File: src/rtl/s832a_stim_driver.sv
// BIST stimulus driver for s832a: 18-bit LFSR patterns, 19-bit MISR compaction, fixed-length session.
// S832A_STIM_CLEAR_EN: randomize G18 (STIM[17]) during RUN to exercise mid-sequence clears.
module s832a_stim_driver #(
  parameter int unsigned NPAT   = 256,
  parameter logic [17:0] SEED   = 18'h00001,
  parameter logic [18:0] GOLDEN = 19'h00000
) (
  input  logic        CK,
  input  logic        RN,
  input  logic        START,
  output logic [17:0] STIM,
  input  logic [18:0] RESP,
  output logic        BUSY,
  output logic        DONE,
  output logic        PASS,
  output logic [18:0] SIG,
  output logic [15:0] PCNT
);

  typedef enum logic [2:0] {
    ST_IDLE,
    ST_INIT,
    ST_RUN,
    ST_SIGN,
    ST_DONE_ST
  } state_t;

  localparam logic [17:0] LP_STIM_CLR = 18'h20000;
  localparam logic [15:0] LP_LAST     = 16'(NPAT - 1);

  state_t      r_state, w_state_nxt;
  logic [17:0] r_lfsr, w_lfsr_nxt, w_lfsr_step;
  logic [18:0] r_misr, w_misr_nxt, w_misr_step;
  logic [15:0] r_pcnt, w_pcnt_nxt;
  logic [17:0] r_stim, w_stim_nxt;
  logic        r_done, w_done_nxt;
  logic        r_pass, w_pass_nxt;
  logic        w_g18;

  assign w_lfsr_step = {r_lfsr[16:0], r_lfsr[17] ^ r_lfsr[10]};
  assign w_misr_step = {r_misr[17:0], 1'b0} ^ (r_misr[18] ? 19'h00047 : 19'h00000) ^ RESP;

`ifdef S832A_STIM_CLEAR_EN
  assign w_g18 = w_lfsr_step[17];
`else
  assign w_g18 = 1'b0;
`endif

  always_ff @(posedge CK or negedge RN) begin
    if (!RN) begin
      r_state <= ST_IDLE;
    end else begin
      r_state <= w_state_nxt;
    end
  end

  always_comb begin
    w_state_nxt = r_state;
    w_lfsr_nxt  = r_lfsr;
    w_misr_nxt  = r_misr;
    w_pcnt_nxt  = r_pcnt;
    w_stim_nxt  = r_stim;
    w_done_nxt  = r_done;
    w_pass_nxt  = r_pass;
    case (r_state)
      ST_IDLE: begin
        w_stim_nxt = LP_STIM_CLR;
        if (START) w_state_nxt = ST_INIT;
      end
      ST_INIT: begin
        // G18 is high through this cycle, so the controller is cleared at the closing edge
        w_lfsr_nxt  = SEED;
        w_misr_nxt  = '0;
        w_pcnt_nxt  = '0;
        w_done_nxt  = 1'b0;
        w_pass_nxt  = 1'b0;
        w_stim_nxt  = {1'b0, SEED[16:0]};
        w_state_nxt = ST_RUN;
      end
      ST_RUN: begin
        w_misr_nxt = w_misr_step;
        w_lfsr_nxt = w_lfsr_step;
        if (r_pcnt == LP_LAST) begin
          w_stim_nxt  = LP_STIM_CLR;
          w_state_nxt = ST_SIGN;
        end else begin
          w_stim_nxt = {w_g18, w_lfsr_step[16:0]};
          w_pcnt_nxt = r_pcnt + 16'd1;
        end
      end
      ST_SIGN: begin
        w_pass_nxt  = (r_misr == GOLDEN);
        w_done_nxt  = 1'b1;
        w_stim_nxt  = LP_STIM_CLR;
        w_state_nxt = ST_DONE_ST;
      end
      ST_DONE_ST: begin
        w_stim_nxt = LP_STIM_CLR;
        if (START) w_state_nxt = ST_INIT;
      end
      default: begin
        w_stim_nxt  = LP_STIM_CLR;
        w_state_nxt = ST_IDLE;
      end
    endcase
  end

  always_ff @(posedge CK or negedge RN) begin
    if (!RN) begin
      r_lfsr <= SEED;
      r_misr <= '0;
      r_pcnt <= '0;
      r_stim <= LP_STIM_CLR;
      r_done <= 1'b0;
      r_pass <= 1'b0;
    end else begin
      r_lfsr <= w_lfsr_nxt;
      r_misr <= w_misr_nxt;
      r_pcnt <= w_pcnt_nxt;
      r_stim <= w_stim_nxt;
      r_done <= w_done_nxt;
      r_pass <= w_pass_nxt;
    end
  end

  assign STIM = r_stim;
  assign BUSY = (r_state == ST_INIT) || (r_state == ST_RUN) || (r_state == ST_SIGN);
  assign DONE = r_done;
  assign PASS = r_pass;
  assign SIG  = r_misr;
  assign PCNT = r_pcnt;

endmodule

File: config.mk
export PLATFORM = sky130hd
export DESIGN_NAME = s832a_stim_driver
export DESIGN_NICKNAME = d
export VERILOG_FILES = /design/src/rtl/s832a_stim_driver.sv
export SDC_FILE = /design/constraint.sdc
export NUM_CORES = 1
export LEC_CHECK = 0
export BUFFER_PORTS_ARGS = -buffer_cell sky130_fd_sc_hd__buf_2
export CORE_ASPECT_RATIO = 0.5
export CORE_UTILIZATION = 28
export CTS_CLUSTER_DIAMETER = 120
export CTS_CLUSTER_SIZE = 16
export DETAILED_ROUTE_END_ITERATION = 12
export SLEW_MARGIN = 10
export SYNTH_ARGS = -nofsm -noshare
export SYNTH_HDL_FRONTEND = slang
export SYNTH_SLANG_ARGS = --single-unit
File: constraint.sdc
create_clock -name CK -period 4.8 [get_ports CK]
set_input_delay 0.24 -clock CK [delete_from_list [all_inputs] [get_ports CK]]
set_output_delay 0.24 -clock CK [all_outputs]
set_load 0.005 [all_outputs]
==> results.txt <==
Summing the areas of all compound-gate instances in the mapped netlist gives 15.4% of the synthesized area. The chip height is 79.4 µm. The H-tree level count came out at 3.

The worst setup path is of the reg -> reg kind. The total overflow reported by the global router came out at 0. STA classifies the critical path startpoint as a flop.

Compared with the post-synthesis result, the final layout area differs by 25.8%. Setup repair after global routing left no endpoint under its margin. The number of pins exceeding their max-slew limit in the final report is 0. The min-delay analysis places its worst path in the category in -> async. The final antenna diode count is 0. In the synthesized netlist, the number of instances is 282. The DRC violation total after the first TritonRoute iteration is 144. The sequential cells in the finished layout cover a total of 0.00190 mm².

The final cell utilization of the core came out at 37.3%. The worst pin sits at a relative slew slack of 36.5%. The clock tree skew after final layout is 0.00821 ns. The simple-gate share of the synthesized area came out at 16.3%. The power density over the cells is 587 mW/mm². The total power after layout came out at 2.48 mW. The run finished with clean final reports.

The routed layout has 2513 vias. The later pin in the worst-skew pair is clocked with a latency of 0.33 ns. The net count after synthesis is 305. The routed via count divided by cell count came out at 4.84. The deepest clock path buffer count came out at 2. The xor-xnor portion of the synthesized cell area is 6.53%. The clock input transition at the sequential cells of the worst setup and hold paths is 0.06 ns. The endpoint type of the worst setup path is a flop. The actual slew at the worst max-slew pin came out at 0.953 ns. The combined global-route utilization of all metal layers came out at 12.8%. For this design, the CTS-stage hold fixing added 0 buffers. The number of optimization iterations in the first detailed-route pass came out at 4.

The signal arrival time at the worst endpoint is 2.93 ns. Once detailed placement completed, the half-perimeter wirelength came to 5.02 mm. Routability-driven placement finished with a final weighted congestion of 0.842. The die is 157 µm wide. The largest net degree at the start of global routing came out at 77. The post-detailed-route DRC marker count came out at 0. The starting density of the core is 29.6%.

The number of maximum-capacitance constraint violations came out at 0. The number of buffers inserted by post-CTS setup repair came out at 0. TritonCTS built the clock tree.

The number of antenna violations at the first check in global routing was 0. The number of global-route vias before repair came out at 2356. The number of enable flip-flop cells after synthesis came out at 0. The number of buffers added on ports came out at 77. The number of non-filler instances in the completed layout is 519. The core area is 0.0113 mm². The warning count from the yosys run is 0. The final wirelength came out at 7.52 mm. The total clock sinks came out at 76. The count of cells resized by post-cts repair came out at 0. The proportion of register bits with asynchronous set or reset after synthesis came out at 100%. After detailed routing, the average wire length per cell comes to 14.5 µm. The share of cells above drive strength 1 is 28.9%. The floorplan die area came out at 0.0124 mm². The final net count came out at 378. The highest net fanout along the worst path is 25.

The first global-routing pass estimated 12.2 mm of wire. The top-level port count came out at 78. For this run, the leading register cell type out of synthesis is dfrtp_1. After filler insertion, the fill cell instance count of the layout stands at 1162. The count of distinct cell types in the synthesized netlist is 46.

The combinational family with the most area after synthesis is simple AND/OR/NAND/NOR gates. The synthesized flop and latch total came out at 76. The number of failing hold endpoints at the final stage is 0. The standby leakage power came out at 2.12 nW. The multiplexer fraction of the synthesized cell area came out at 0.896%.

In the final layout, the multi-input gates occupy 0.00133 mm². The number of buffers added by the clock tree synthesis step came out at 9. The adder-cell area share of the yosys netlist came out at 0.373%.

The required time at the worst-slack endpoint is 5.01 ns. Each instance of the synthesized netlist takes up on average 11.9 µm². Setup violations remaining at the end of the flow were counted as 0. In this run the remaining antenna-violating nets after routing total 0.

The worst-case IR drop observed on VDD is 277 µV. The minimum period implied by the final worst setup slack is 2.71 ns. The clock root buffer master is clkbuf_16. The final critical-path share of the clock period is 56.5%. Including well taps, the total number of placed cells is 503.

The final-layout setup total negative slack is 0 ns. The mapped netlist covers 0.00335 mm². Sequential elements use 56.8% of the synthesized area.

The maximum clock rate is 369 MHz. The row count came out at 27.
==> metrics by stage <==
step	hold slack [ns]	area (µm²)	setup WS (ns)
2_1_floorplan	-0.0556	3350	2.84
3_3_place_gp	0.463	3870	2.21
3_5_place_dp	0.464	3870	2.17
4_1_cts	0.110	4220	2.17
5_1_grt	0.135	4220	1.95
6_report	0.0590	4220	2.09
==> area by class of cell <==
type                       count  area share [%]
tap                          159            4.72
clock buffer                  10            5.67
sequential                    76            45.1
inverter                       7           0.682
timing repair buffer          79            9.55
multi-input combinational    182            31.6
clock inverter                 6            2.64
==> state kept, by name (all words and copies together) (netlist names) <==
register	flops
SIG	19
STIM	18
r_lfsr	18
PCNT	16
r_state	3
DONE	1
PASS	1
==> report_power, final <==
group | leakage, nW | switching, mW | internal, mW
Clock | 0.169 | 0.261 | 0.522
Combinational | 0.932 | 0.410 | 0.327
Sequential | 1.02 | 0.159 | 0.798
Total | 2.12 | 0.830 | 1.65
==> cell usage after synthesis, types with 2 or more instances <==
library cell,n,area [µm²]
buf_6,3,33.8
and3_1,19,119
dfrtp_1,74,1850
buf_2,5,25.0
and2_1,3,18.8
and4_1,5,43.8
nand3_1,6,30.0
xor2_1,18,158
nand4_1,9,56.3
inv_1,6,22.5
or4_1,3,22.5
o221ai_1,2,17.5
a221o_1,8,80.1
nor2_1,7,26.3
nand3b_1,2,15.0
nor4_1,8,50.1
dfstp_2,2,52.6
mux2i_1,3,30.0
nor2_2,2,12.5
o21ai_0,3,15.0
a22o_1,36,315
clkbuf_1,7,26.3
nand2b_1,4,25.0
xnor2_1,7,61.3
nor3_1,3,15.0
nand2_1,16,60.1
nor4b_1,2,17.5
==> cells by family after synthesis <==
| group | count (synthesis) |
|---|---|
| AO/OA/AOI/OAI | 59 |
| XOR/XNOR | 25 |
| AND/OR/NAND/NOR | 94 |
| buffers and inverters | 24 |
| multiplexers | 3 |
| flip-flops | 76 |
| adder cells (fa/ha/maj) | 1 |
==> per-layer routing <==
layer	global-route usage (%)	share of wire, %	vias up
met5	0	0	-
met1	17.3	50	1252
met3	4.09	3.7	8
li1	-	-	1208
met4	4.41	1.1	0
met2	19.3	45	45
==> path summary, 6_finish.rpt <==
path	slack [ns]	to	start	cells after the start
setup / recovery	2.09	PCNT[9]	PCNT[0]	5
hold / removal	0.06	STIM[1]	RN	1
setup reg to reg	2.09	PCNT[9]	PCNT[0]	5
hold reg to reg	0.49	PASS	PASS	2
max in group asynchronous	4.13	SIG[0]	RN	1
min in group CK	0.16	r_state[2]	START	3
==> layout by cell type, fill, tap and decap left out, types with 4 or more instances in the layout <==
| cell type | instances |
|---|---|
| inv_1 | 6 |
| xor2_1 | 18 |
| nand3_1 | 6 |
| a22o_1 | 36 |
| clkbuf_16 | 9 |
| nand2b_1 | 4 |
| buf_2 | 76 |
| and3_1 | 19 |
| and4_1 | 5 |
| nand4_1 | 9 |
| a221o_1 | 8 |
| nor4_1 | 8 |
| nand2_1 | 16 |
| dfrtp_1 | 74 |
| nor2_1 | 6 |
| xnor2_1 | 7 |
==> worst max-delay path, cell delays in order (launching register included) <==
cell and delay (ns):
dfrtp_1 0.45, ha_1 0.27, and4_1 0.32, nand4_1 0.76, and4_1 0.54, a221o_1 0.25
No activity file was read; power rests on OpenSTA's default activity.
